**config.mk**
```make
export PLATFORM = sky130hd
export DESIGN_NAME = foc_mul_arbiter
export DESIGN_NICKNAME = d
export VERILOG_FILES = /design/src/rtl/foc_mul_arbiter.sv
export SDC_FILE = /design/constraint.sdc
export NUM_CORES = 1
export LEC_CHECK = 0
export CORE_AREA = 3 3 193 195
export DETAILED_ROUTE_END_ITERATION = 10
export DIE_AREA = 0 0 196 198
export HOLD_SLACK_MARGIN = 0.1
export PLACE_DENSITY_LB_ADDON = 0.05
export SLEW_MARGIN = 20
export SYNTH_ARGS = -nofsm -noshare
export SYNTH_HDL_FRONTEND = slang
export SYNTH_SLANG_ARGS = --single-unit
export TNS_END_PERCENT = 5
```
**constraint.sdc**
```tcl
create_clock -name clk -period 6.7 [get_ports clk]
set_input_delay 0.67 -clock clk [delete_from_list [all_inputs] [get_ports clk]]
set_output_delay 0.67 -clock clk [all_outputs]
set_load 0.05 [all_outputs]
```
**src/rtl/foc_mul_arbiter.sv**
```systemverilog
`default_nettype none
// ============================================================================
// foc_mul_arbiter: round-robin scheduler sharing one pipelined 32x32 multiplier
// Revision: 1.0
// ============================================================================
module foc_mul_arbiter #(
  parameter int N       = 4,
  parameter int MUL_LAT = 2,
  parameter int QSHIFT  = 15
) (
  input  logic                clk,
  input  logic                rst,
  input  logic [N-1:0]        req,
  input  logic [32*N-1:0]     op_a,
  input  logic [32*N-1:0]     op_b,
  output logic [N-1:0]        gnt,
  output logic [31:0]         mul_a,
  output logic [31:0]         mul_b,
  input  logic [63:0]         mul_res,
  output logic [N-1:0]        res_vld,
  output logic [63:0]         res_data,
  output logic [31:0]         res_q,
  output logic                busy
);

  localparam int IDXW = (N > 1) ? $clog2(N) : 1;
  localparam logic signed [63:0] C_QMAX = 64'sh0000_0000_7FFF_FFFF;
  localparam logic signed [63:0] C_QMIN = 64'shFFFF_FFFF_8000_0000;

  logic [IDXW-1:0]              ptr_q, ptr_d;
  logic [IDXW-1:0]              win_w;
  logic                         grant_w;
  logic [31:0]                  mul_a_q, mul_a_d, mul_b_q, mul_b_d;
  logic [MUL_LAT:0]             tag_vld_q, tag_vld_d;
  logic [MUL_LAT:0][IDXW-1:0]   tag_idx_q, tag_idx_d;
  logic [N-1:0]                 res_vld_q, res_vld_d;
  logic [63:0]                  res_data_q, res_data_d;
  logic [31:0]                  res_q_q, res_q_d;
  logic signed [63:0]           shifted_w;

  // Search starts at the round-robin pointer and wraps modulo N
  always_comb begin
    logic [IDXW-1:0] cand;
    int j;
    cand    = '0;
    j       = 0;
    win_w   = '0;
    grant_w = 1'b0;
    for (int k = 0; k < N; k++) begin
      j = int'(ptr_q) + k;
      if (j >= N) j = j - N;
      cand = IDXW'(j);
      if (!grant_w && req[cand]) begin
        grant_w = 1'b1;
        win_w   = cand;
      end
    end
    if (rst) grant_w = 1'b0;
  end

  always_comb begin
    gnt     = '0;
    ptr_d   = ptr_q;
    mul_a_d = mul_a_q;
    mul_b_d = mul_b_q;
    for (int i = 0; i < N; i++) begin
      if (grant_w && (win_w == IDXW'(i))) begin
        gnt[i]  = 1'b1;
        mul_a_d = op_a[32*i +: 32];
        mul_b_d = op_b[32*i +: 32];
      end
    end
    if (grant_w) ptr_d = (win_w == IDXW'(N-1)) ? '0 : win_w + IDXW'(1);
  end

  // Owner tags travel alongside the multiplier so the last stage lines up with mul_res
  always_comb begin
    tag_vld_d    = '0;
    tag_idx_d    = '0;
    tag_vld_d[0] = grant_w;
    tag_idx_d[0] = win_w;
    for (int s = 1; s <= MUL_LAT; s++) begin
      tag_vld_d[s] = tag_vld_q[s-1];
      tag_idx_d[s] = tag_idx_q[s-1];
    end
  end

  assign shifted_w = $signed(mul_res) >>> QSHIFT;

  always_comb begin
    res_vld_d  = '0;
    res_data_d = res_data_q;
    res_q_d    = res_q_q;
    if (tag_vld_q[MUL_LAT]) begin
      for (int i = 0; i < N; i++) begin
        res_vld_d[i] = (tag_idx_q[MUL_LAT] == IDXW'(i));
      end
      res_data_d = mul_res;
      if (shifted_w > C_QMAX)      res_q_d = 32'h7FFF_FFFF;
      else if (shifted_w < C_QMIN) res_q_d = 32'h8000_0000;
      else                         res_q_d = shifted_w[31:0];
    end
  end

  always_ff @(posedge clk or posedge rst) begin
    if (rst) begin
      ptr_q      <= '0;
      mul_a_q    <= '0;
      mul_b_q    <= '0;
      tag_vld_q  <= '0;
      tag_idx_q  <= '0;
      res_vld_q  <= '0;
      res_data_q <= '0;
      res_q_q    <= '0;
    end else begin
      ptr_q      <= ptr_d;
      mul_a_q    <= mul_a_d;
      mul_b_q    <= mul_b_d;
      tag_vld_q  <= tag_vld_d;
      tag_idx_q  <= tag_idx_d;
      res_vld_q  <= res_vld_d;
      res_data_q <= res_data_d;
      res_q_q    <= res_q_d;
    end
  end

  assign mul_a    = mul_a_q;
  assign mul_b    = mul_b_q;
  assign res_vld  = res_vld_q;
  assign res_data = res_data_q;
  assign res_q    = res_q_q;
  assign busy     = (|tag_vld_q) | (|res_vld_q);

endmodule
`default_nettype wire

```
* Yosys cells after proc, flatten, opt, wreduce, memory -nomap -nowiden
Index checks and enable logic that the tools add are counted.
** Cells by class
- Bitwise operators :: 1
- Multipliers :: 0
- Reduce and logical (&&, ||, !) cells :: 15
- Order comparisons :: 10
- Divide/modulo/power cells :: 0
- Add/sub/neg operators :: 8
- Eq/ne operators :: 6
- Muxes and demuxes :: 37
- Shift operators :: 0
** Operators by type and width (number)
- two-way mux 32 bit :: 10
- greater-than comparator 49 x 32 -> 1 bit (second input constant) :: 1
- less-than comparator 49 x 32 -> 1 bit (second input constant) :: 1
- two-way mux 2 bit :: 9
- two-way mux 1 bit :: 13
- less-than comparator 2 x 3 -> 1 bit (second input constant) :: 4
- greater-or-equal comparator 3 bit (second input constant) :: 3
- binary-select mux 1 bit (select 2 bit) :: 4
- equality test 2 bit (second input constant) :: 4
- subtractor 2 x 1 -> 2 bit (second input constant) :: 4
- logical AND 1 bit :: 7
- adder 2 x 2 -> 3 bit (second input constant) :: 2
- equality test 2 x 1 -> 1 bit (second input constant) :: 2
- zero test 2 bit :: 2
- two-way mux 4 bit :: 1
- nonzero test 4 bit :: 1
- OR reduction 4 bit :: 1
- adder 2 x 1 -> 3 bit (second input constant) :: 1
- greater-or-equal comparator 2 x 3 -> 1 bit (second input constant) :: 1
- zero test 1 bit :: 3
- OR reduction 3 bit :: 1
- adder 2 x 1 -> 2 bit (second input constant) :: 1
- bitwise OR 1 bit :: 1
** Storage, ports and cells
- Output and inout port bits :: 169
- Logic and storage cells :: 87
- Memories kept :: 0
- Memory bits (read-only) :: 0
- Register bits :: 175
- Bits in writable memories :: 0
- Latch bits :: 0
- Input port bits :: 326

* Longest topological paths before layout
Gate-level depths: netlist of the first run.
- Depth in word-level cells :: 20
- Mapped depth :: 12
- Mapped depth without buffers :: 9

* Least setup slack after synthesis of the first run
OpenSTA, ideal clock, no wires.
- Path kind :: input to output
- Start :: input req[2]
- End :: output gnt[1]
- Arrival :: 2344 ps
- Path buffers :: 2
- Stages :: 7
- Setup slack :: 3686 ps
- Data required time :: 6030 ps
- Cell sequence :: mux2i_1 > nor2_1 > nor3_1 > ha_1 > buf_2 > clkbuf_1 > and2_1
** RTL lines
- start: declaration :: line 13 : input logic [N-1:0] req,
- end: declaration :: line 16 : output logic [N-1:0] gnt,

==> results of run 1 <==
cell usage after synthesis, types with 2 or more instances:
master	n
buf_6	17
a211o_2	4
nor2_1	7
buf_4	4
nor3_1	5
clkbuf_8	15
clkbuf_1	27
buf_2	4
nand4_1	4
dlygate4sd1_1	4
and3_1	2
o31ai_1	65
dfrtp_1	175
buf_1	2
nand2b_1	2
ha_1	4
a21oi_1	6
nand2_1	69
or3_1	2
and2_1	3
mux2_2	62
a211o_1	59
o221a_2	63
and2b_2	39
nor2b_1	25
inv_1	10
a221o_1	31
o21ai_0	5
nor4_1	5
metrics by stage:
| step | util, % | setup slack (ns) | total power, mW | cell area (um2) | std cells |
|---|---|---|---|---|---|
| finish | 41.0 | 2.32 | 5.63 | 14600 | 1664 |
| CTS | 40.9 | 2.31 | 5.71 | 14600 | 1660 |
| floorplan | - | 1.28 | 3.65 | 8930 | 734 |
| global route | 41.0 | 2.13 | 5.92 | 14600 | 1663 |
| global placement | 39.4 | 2.23 | 4.70 | 14000 | 1629 |
| detailed placement | 39.4 | 2.13 | 4.70 | 14000 | 1629 |
layout make-up:
class	count	area [um2]
multi-input combinational	476	3970
clock inverter	13	118
fill	3479	21000
clock buffer	18	429
inverter	10	45.0
timing repair buffer	507	5040
tap	461	577
sequential	175	4380
antenna	4	10.0
cell usage in the layout, fill, tap and decap left out, types with 5 or more instances in the layout:
master           netlist  routed
clkdlybuf4s50_1        0     494
a211o_1               59      59
nor4_1                 5       5
buf_4                  4      13
dfrtp_1              175     174
and2b_2               39      39
a21oi_1                6       6
clkbuf_16              0      17
nor2b_1               25      25
a221o_1               31      31
nand2_1               69      69
inv_1                 10       9
o31ai_1               65      65
o21ai_0                5       5
mux2_2                62      62
nor2_1                 7       7
o221a_2               63      63
state kept, by name, summed over array words and instances, names as in the netlist:
register and cells:
ptr_q 2, mul_a 32, res_q 32, res_vld 4
mul_b 32, tag_vld_q 3, tag_idx_q 2, res_data 64
tag_idx_d 4
path summary, 6_finish.rpt:
kind | start | to | slack [ns] | depth (start not counted)
worst max-delay path | req[2] | gnt[1] | 2.32 | 7
worst min-delay path | tag_idx_d[2] | tag_idx_d[4] | 0.35 | 0
worst max register to register | ptr_q[1] | mul_b[11] | 2.90 | 9
worst min register to register | tag_idx_d[2] | tag_idx_d[4] | 0.35 | 0
max in group asynchronous | rst | res_data[35] | 4.31 | 3
min in group asynchronous | rst | mul_b[15] | 1.06 | 2
per-layer routing:
metal | track usage, % | wire, um | vias up
li1 | - | - | 3731
met3 | 7.03 | 3310 | 29
met2 | 31.5 | 18500 | 308
met1 | 22.4 | 15500 | 3912
met5 | 0 | 82 | -
met4 | 4.65 | 366 | 12
where the power goes:
group	internal, mW	total [mW]	leakage, nW	switching, mW
clock network	0.512	0.969	0.260	0.457
registers	1.35	1.53	2.03	0.176
logic	1.26	3.13	3.38	1.87
critical path, delay by kind of cell:
kind | cells | cell delay, ns
adder cells (fa/ha/maj) | 1 | 0.80
multiplexers | 1 | 0.19
buffers and inverters | 2 | 1.33
AND/OR/NAND/NOR | 3 | 0.70
cells by family (layout without fill, tap and decap cells):
family	Yosys count	in the layout	synth area share, %
AO/OA/AOI/OAI	242	242	24.5
adder cells (fa/ha/maj)	4	4	0.560
flip-flops	175	175	49.0
AND/OR/NAND/NOR	167	167	10.9
buffers and inverters	83	548	7.05
other	0	4	0
multiplexers	63	63	7.93
==> metrics.yaml, run 1 <==
sta:
  fin_skew_ns: 0.0124
  timing.hold.ws_ns: 0.352
  slew_viol_final: 0
  fin_crit_sh_pct: 65.3
  fmax_ghz: 0.228
  setup_violations: 0
  fin_setup_tns_ns: 0
  hold_viol_final: 0
  tightest_slew_ns: 0.973
  rsz0062_at_grt: "false"
  finalCriticalPeriod_ns: 4.38
  slew_headroom_pct: 35.2
place:
  dp_hpwl_mm: 27.4
  portBuffers: 494
  gp_congestion: 0.789
grt:
  grtUsageTotal_pct: 18.6
  grt-ovfl-total: 0
  antenna_found_initial: 10
  grt_pass1_vias: 8478
  grt_max_degree: 117
  grt_pass1_wl_mm: 54.8
logic_synthesis:
  synth_area_um2: 8930
  syn_nets: 1064
  yosys_register_bits: 175
  seq_area_frac_synth_pct: 49.0
  yosys_warnings: 0
  synth_top_area_share_pct: 49.0
  async_flop_share_pct: 100
  synth_edf_count: 0
  synthCells: 734
  avgSynthCellArea_um2: 12.2
  synth_area_leaders: "dfrtp_1 (49%), o221a_2 (7.9%), mux2_2 (7.8%), a211o_1 (5.8%), o31ai_1 (5.5%)"
  synth_cell_type_count: 43
  yosys.area.top_type: "dfrtp_1"
  synthFlopType: "dfrtp_1"
clock_network:
  cts_buffers: 17
  cts_tree: "done"
  clock_latency_ns: 0.44
  clkTransAtPathRegs_ns: 0.07
  clockBufferDepth: 2
  ctsResizeCount: 0
  cts.sinks: 175
  cts_setup_buffers: 0
  hold_buffers: 0
  clock_tree.root_cell: "clkbuf_16"
  h-tree-depth: 4
critical_path:
  cp-start-kind: "input pin"
  crit_path_cell_trace: "clkdlybuf4s50_1, mux2i_1, nor2_1, nor3_1, ha_2, and2_1, clkdlybuf4s50_1"
  required_ns: 6.03
  worstSetupEndpointType: "output port"
  crit_type: "in -> out"
  path_max_fanout: 31
  cp_slowest_stage_delay_ns: 0.80
  cpMaxStageDelayCell: "ha_2"
  arrival_ns: 3.71
  crit_top_cell: "clkdlybuf4s50_1"
layout:
  drive_gt1_share_pct: 18.6
  area_delta_synth_final_pct: 63.2
  nets: 1517
die:
  die_y_um: 198
  core_area_um2: 35600
  rows: 69
  dieArea_um2: 38800
  dieWidth_um: 196
  boundaryPins: 495
  initial_core_util_pct: 25.1
power:
  vdd_drop_max_v: 0.000189
  powerDensity_nw_per_um2: 386
  leakage_nw: 5.67
routing:
  wl_per_cell_um: 22.7
  drc: 0
  via_per_inst: 4.80
  routed_wirelength_mm: 37.8
  firstDrtPassIters: 5
  drt-initial-drc-count: 335
  vias: 7992
  ant_nets: 0
worst_hold_path:
  hold_class: "reg -> reg"
status:
  status: "completed"
job:
  cap_violations: 0
Note: power is estimated with default switching activity, not from simulation.
==> inputs of run 2 (changes only) <==
==> constraint.sdc (replaced) <==
create_clock -name clk -period 4.1 [get_ports clk]
set_input_delay 0.41 -clock clk [delete_from_list [all_inputs] [get_ports clk]]
set_output_delay 0.41 -clock clk [all_outputs]
set_load 0.05 [all_outputs]
==> run 2 against run 1 <==
- worst setup slack worse by 1.6 ns
- first-iteration DRC count up 18%
- utilization up 0.41 points
- combinational power is 65% higher
- die area is the same
- largest cell class unchanged
- routed wire length rose by 1.3%
- final cell count is 0.78% higher
- count of clock-buffer cells in the layout grew 1
- clock power up 75%
- sequential power grew 64%
- global-route usage is 0.47 points higher
- flip-flop and latch count unchanged
==> metrics.yaml, run 2 (synthesized netlist as in run 1, its figures left out) <==
status:
  status: "completed"
sta:
  slew_viol_final: 0  # unchanged
  fmax_ghz: 0.297
  fin_crit_sh_pct: 82.0
  fin_skew_ns: 0.00932  # -0.00306 ns
  tightest_slew_ns: 0.834  # -0.138 ns
  rsz0062_at_grt: "false"
  finalCriticalPeriod_ns: 3.36
  timing.hold.ws_ns: 0.354  # +0.00232 ns
  hold_viol_final: 0  # unchanged
  setup_violations: 0  # unchanged
  slew_headroom_pct: 44.4  # +9.2 points
  fin_setup_tns_ns: 0  # unchanged
worst_hold_path:
  min_to: "tag_idx_d[5]"
  hold_depth: 0  # unchanged
  worstHoldStart: "tag_idx_d[3]"
  hold_class: "reg -> reg"
grt:
  grt_pass1_vias: 8486  # +0.094%
  grt_max_degree: 81  # -31%
  grt_pass1_wl_mm: 55.9  # +2.0%
  antenna_found_initial: 11  # +1
  grtUsageTotal_pct: 19.1  # +0.47 points
  grt-ovfl-total: 0  # unchanged
die:
  rows: 69  # unchanged
  boundaryPins: 495  # unchanged
  dieWidth_um: 196  # unchanged
  initial_core_util_pct: 25.1  # unchanged
  core_area_um2: 35600  # unchanged
  die_y_um: 198  # unchanged
  dieArea_um2: 38800  # unchanged
critical_path:
  r2r-end: "mul_b[11]"
  crit_type: "in -> out"
  worstSetupEndpointType: "output port"
  path_max_fanout: 32  # +3.2%
  reg2reg_slack_ns: 1.04  # -1.86 ns
  arrival_ns: 2.95  # -0.76 ns
  r2r_cells: 9  # unchanged
  required_ns: 3.69  # -2.34 ns
  r2r_start: "ptr_q[1]"
  cp-start-kind: "input pin"
power:
  vdd_drop_max_v: 0.000392  # +110%
  internal_power_mw: 5.23  # +67%
  p_clk_share_pct: 18.1  # +0.9 points
  p_switching_mw: 4.15  # +66%
  comb_power_share_pct: 55.2  # -0.4 points
  p_sw_share_pct: 44.3  # -0.27 points
  powerDensity_nw_per_um2: 637  # +65%
  leakage_nw: 5.75  # +1.4%
  pwr-share-seq_pct: 26.7  # -0.4 points
clock_network:
  h-tree-depth: 4  # unchanged
  clkTransAtPathRegs_ns: 0.07  # about the same
  ctsResizeCount: 0  # unchanged
  clockBufferDepth: 2  # unchanged
  cts_tree: "done"
  cts_buffers: 17  # unchanged
  clock_latency_ns: 0.43  # about the same
  hold_buffers: 0  # unchanged
  cts.sinks: 175  # unchanged
  cts_setup_buffers: 0  # unchanged
  clock_tree.root_cell: "clkbuf_16"
routing:
  ant_nets: 0  # unchanged
  routed_wirelength_mm: 38.3  # +1.3%
  firstDrtPassIters: 4  # -1
  via_per_inst: 4.76  # -0.86%
  vias: 7985  # -0.088%
  wl_per_cell_um: 22.8  # +0.54%
  drc: 0  # unchanged
  drt-initial-drc-count: 396  # +18%
place:
  dp_hpwl_mm: 28.5  # +4.1%
  placed_cells: 1636  # +0.43%
  portBuffers: 494  # unchanged
  gp_congestion: 0.820  # +4.0%
layout:
  area_delta_synth_final_pct: 64.8
  layout_common_cells: "clkdlybuf4s50_1 (490), dfrtp_1 (174), nand2_1 (69)"
  largest_register_ffs: 64  # unchanged
  n_fill_cell: 3506  # +0.78%
  final_common_cell: "clkdlybuf4s50_1"
  nets: 1524  # +0.46%
  instances_no_fill: 1677  # +0.78%
  drive_gt1_share_pct: 19.5  # +0.87 points
job:
  cap_violations: 0  # unchanged
run 2: how the worst max path moves through the flow:
stage / start / to / slack (ns) / cells past startpoint
2_1_floorplan: ptr_q[1] / gnt[1] / 1.41 / 8
3_3_place_gp: req[0] / mul_b[11] / 0.65 / 10
3_5_place_dp: req[0] / mul_b[11] / 0.55 / 10
4_1_cts: ptr_q[1] / gnt[1] / 0.68 / 7
5_1_grt: ptr_q[1] / gnt[1] / 0.49 / 7
6_report: req[0] / gnt[1] / 0.74 / 8
run 2: final cells by class:
| type | instances | area [um2] | share of cell area [%] |
|---|---|---|---|
| Inverter | 10 | 41.3 | 0.281 |
| Tap cell | 461 | 577 | 3.92 |
| Clock inverter | 13 | 151 | 1.03 |
| Sequential cell | 175 | 4380 | 29.8 |
| Timing Repair Buffer | 514 | 5130 | 34.9 |
| Multi-Input combinational cell | 476 | 3970 | 27.0 |
| Antenna cell | 9 | 22.5 | 0.153 |
| Clock buffer | 19 | 443 | 3.01 |
run 2: critical path: stages:
cell	delay (ns)
clkdlybuf4s50_1	0.55
mux2i_1	0.20
nor2_1	0.06
nor3_1	0.40
ha_2	0.48
buf_4	0.45
and2_1	0.20
buf_4	0.19
run 2: power groups by stage:
stage / clock network (mW) / logic, mW / registers (mW)
after CTS: 1.76 / 5.25 / 2.51
final: 1.70 / 5.17 / 2.51
after global placement: 0 / 5.23 / 2.53
after detailed placement: 0 / 5.24 / 2.52
after floorplan: 0 / 1.93 / 4.03
after global routing: 1.84 / 5.47 / 2.57
run 2: per-layer routing:
metal | GRT usage, % | wire (um) | vias to the layer above
li1 | - | - | 3751
met1 | 23.4 | 15600 | 3866
met2 | 32.2 | 19000 | 327
met3 | 6.23 | 3190 | 33
met4 | 5.49 | 478 | 8
met5 | 0 | 55 | -
run 2: per-stage QoR:
stage	util (%)	setup WS, ns	total power [mW]	instance area (um2)
finish	41.4	0.736	9.38	14700
detailed placement	39.6	0.553	7.76	14100
CTS	41.3	0.679	9.51	14700
floorplan	-	1.41	5.96	8930
global placement	39.6	0.653	7.77	14100
global route	41.4	0.493	9.88	14700
==> inputs of run 3 (changes only) <==
==> constraint.sdc (replaced) <==
create_clock -name clk -period 3.25 [get_ports clk]
set_input_delay 0.325 -clock clk [delete_from_list [all_inputs] [get_ports clk]]
set_output_delay 0.325 -clock clk [all_outputs]
set_load 0.05 [all_outputs]
==> run 3 against run 2 <==
- power grew 27%
- die area is the same
- count of clock-buffer cells in the layout shrank 1
==> metrics.yaml, run 3 (synthesized netlist as in run 1, its figures left out) <==
clock_network:
  h-tree-depth: 4  # unchanged
  clock_latency_ns: 0.43  # about the same
  clockBufferDepth: 2  # unchanged
  cts_buffers: 17  # unchanged
  cts.sinks: 175  # unchanged
  cts_tree: "done"
  clkTransAtPathRegs_ns: 0.07  # about the same
  hold_buffers: 0  # unchanged
  cts_setup_buffers: 0  # unchanged
  clock_tree.root_cell: "clkbuf_16"
  ctsResizeCount: 0  # unchanged
critical_path:
  cp-start-kind: "input pin"
  path_max_fanout: 35  # +9.4%
  worstSetupEndpointType: "output port"
  required_ns: 2.92  # -0.77 ns
  arrival_ns: 2.59  # -0.36 ns
  crit_type: "in -> out"
layout:
  drive_gt1_share_pct: 20.5  # +1.1 points
  area_delta_synth_final_pct: 66.6
  largest_register_ffs: 64  # unchanged
  n_fill_cell: 3494  # -0.34%
  layout_common_cells: "clkdlybuf4s50_1 (490), dfrtp_1 (174), nand2_1 (69)"
  final_common_cell: "clkdlybuf4s50_1"
  nets: 1539  # +0.98%
  final_cell_area_um2: 14900  # +1.1%
sta:
  slew_headroom_pct: 44.5  # +0.12 points
  fin_setup_tns_ns: 0  # unchanged
  fmax_ghz: 0.343
  setup_slack_ns: 0.335  # -0.401 ns
  fin_crit_sh_pct: 89.7
  timing.hold.ws_ns: 0.349  # -0.00526 ns
  slew_viol_final: 0  # unchanged
  setup_violations: 0  # unchanged
  hold_viol_final: 0  # unchanged
  finalCriticalPeriod_ns: 2.91
  fin_skew_ns: 0.0148  # +0.00545 ns
  rsz0062_at_grt: "false"
  tightest_slew_ns: 0.833  # -0.00182 ns
power:
  vdd_drop_max_v: 0.000385  # -1.9%
  p_clk_share_pct: 17.7  # -0.4 points
  pwr-share-seq_pct: 26.5  # -0.2 points
  powerDensity_nw_per_um2: 799  # +25%
  leakage_nw: 5.84  # +1.5%
  finalPower_mw: 11.9  # +27%
  p_switching_mw: 5.25  # +26%
  internal_power_mw: 6.64  # +27%
  comb_power_share_pct: 55.8  # +0.6 points
  p_sw_share_pct: 44.1  # -0.11 points
die:
  boundaryPins: 495  # unchanged
  initial_core_util_pct: 25.1  # unchanged
  dieArea_um2: 38800  # unchanged
  core_area_um2: 35600  # unchanged
  die_y_um: 198  # unchanged
  rows: 69  # unchanged
  dieWidth_um: 196  # unchanged
place:
  placed_area_um2: 14300  # +1.2%
  place_worst_setup_slack_ns: -0.00604  # -0.559 ns
  portBuffers: 494  # unchanged
  dp_hpwl_mm: 28.9  # +1.3%
  gp_congestion: 0.777  # -5.3%
routing:
  ant_nets: 0  # unchanged
  wl_per_cell_um: 22.3  # -2.3%
  drt-initial-drc-count: 355  # -10%
  vias: 8009  # +0.30%
  firstDrtPassIters: 5  # +1
  drc: 0  # unchanged
  routed_wirelength_mm: 37.6  # -1.7%
  via_per_inst: 4.74  # -0.35%
grt:
  grt_max_degree: 75  # -7.4%
  grt_pass1_vias: 8387  # -1.2%
  antenna_found_initial: 11  # unchanged
  grt-ovfl-total: 0  # unchanged
  grt_pass1_wl_mm: 54.8  # -2.0%
  grtUsageTotal_pct: 18.7  # -0.41 points
status:
  status: "completed"
worst_hold_path:
  hold_class: "reg -> reg"
job:
  cap_violations: 0  # unchanged
==> run 3: per-layer routing <==
metal / wire (um) / global-route usage (%)
met3: 2860 / 6.33
met4: 638 / 4.81
met1: 15500 / 23.0
met5: 92 / 0
met2: 18500 / 31.6
==> run 3: power groups by stage <==
stage                     logic, mW  clock network [mW]  registers [mW]
after floorplan                2.44                   0            5.08
after global routing           7.02                2.26            3.24
after CTS                      6.74                2.16            3.16
after global placement         6.73                   0            3.19
final                          6.63                2.10            3.15
after detailed placement       6.73                   0            3.18
==> run 3: worst max-delay path, cell delays in order <==
cell             delay [ns]
clkdlybuf4s50_1        0.47
buf_4                  0.15
nand2_1                0.07
a21oi_1                0.16
nor3_1                 0.06
buf_4                  0.14
inv_1                  0.10
ha_4                   0.33
buf_4                  0.38
and2_1                 0.24
buf_12                 0.15
==> run 3: final cells by class <==
cell class	instances	area (um2)	share of cell area (%)
repair buffers	529	5310	35.7
diodes	5	12.5	0.0841
flip-flops and latches	175	4380	29.4
multi-input cells	476	3970	26.7
clock buffers	18	439	2.95
clock inverters	14	150	1.01
well taps	461	577	3.88
inverters	10	41.3	0.277
==> run 3: path summary, 6_finish.rpt <==
check / from / end / depth (start not counted) / slack [ns]
setup reg to reg: ptr_q[1] / mul_b[11] / 10 / 0.44
setup / recovery: req[0] / gnt[2] / 11 / 0.34
hold / removal: tag_idx_d[4] / tag_idx_q[4] / 0 / 0.35
min in group asynchronous: rst / tag_vld_q[0] / 2 / 0.60
hold reg to reg: tag_idx_d[4] / tag_idx_q[4] / 0 / 0.35
max in group asynchronous: rst / res_q[23] / 3 / 1.88
==> run 3: metrics by stage <==
stage,std cells,util [%]
floorplan,734,-
detailed placement,1651,40.1
finish,1688,41.8
CTS,1683,41.8
global route,1686,41.8
global placement,1651,40.1
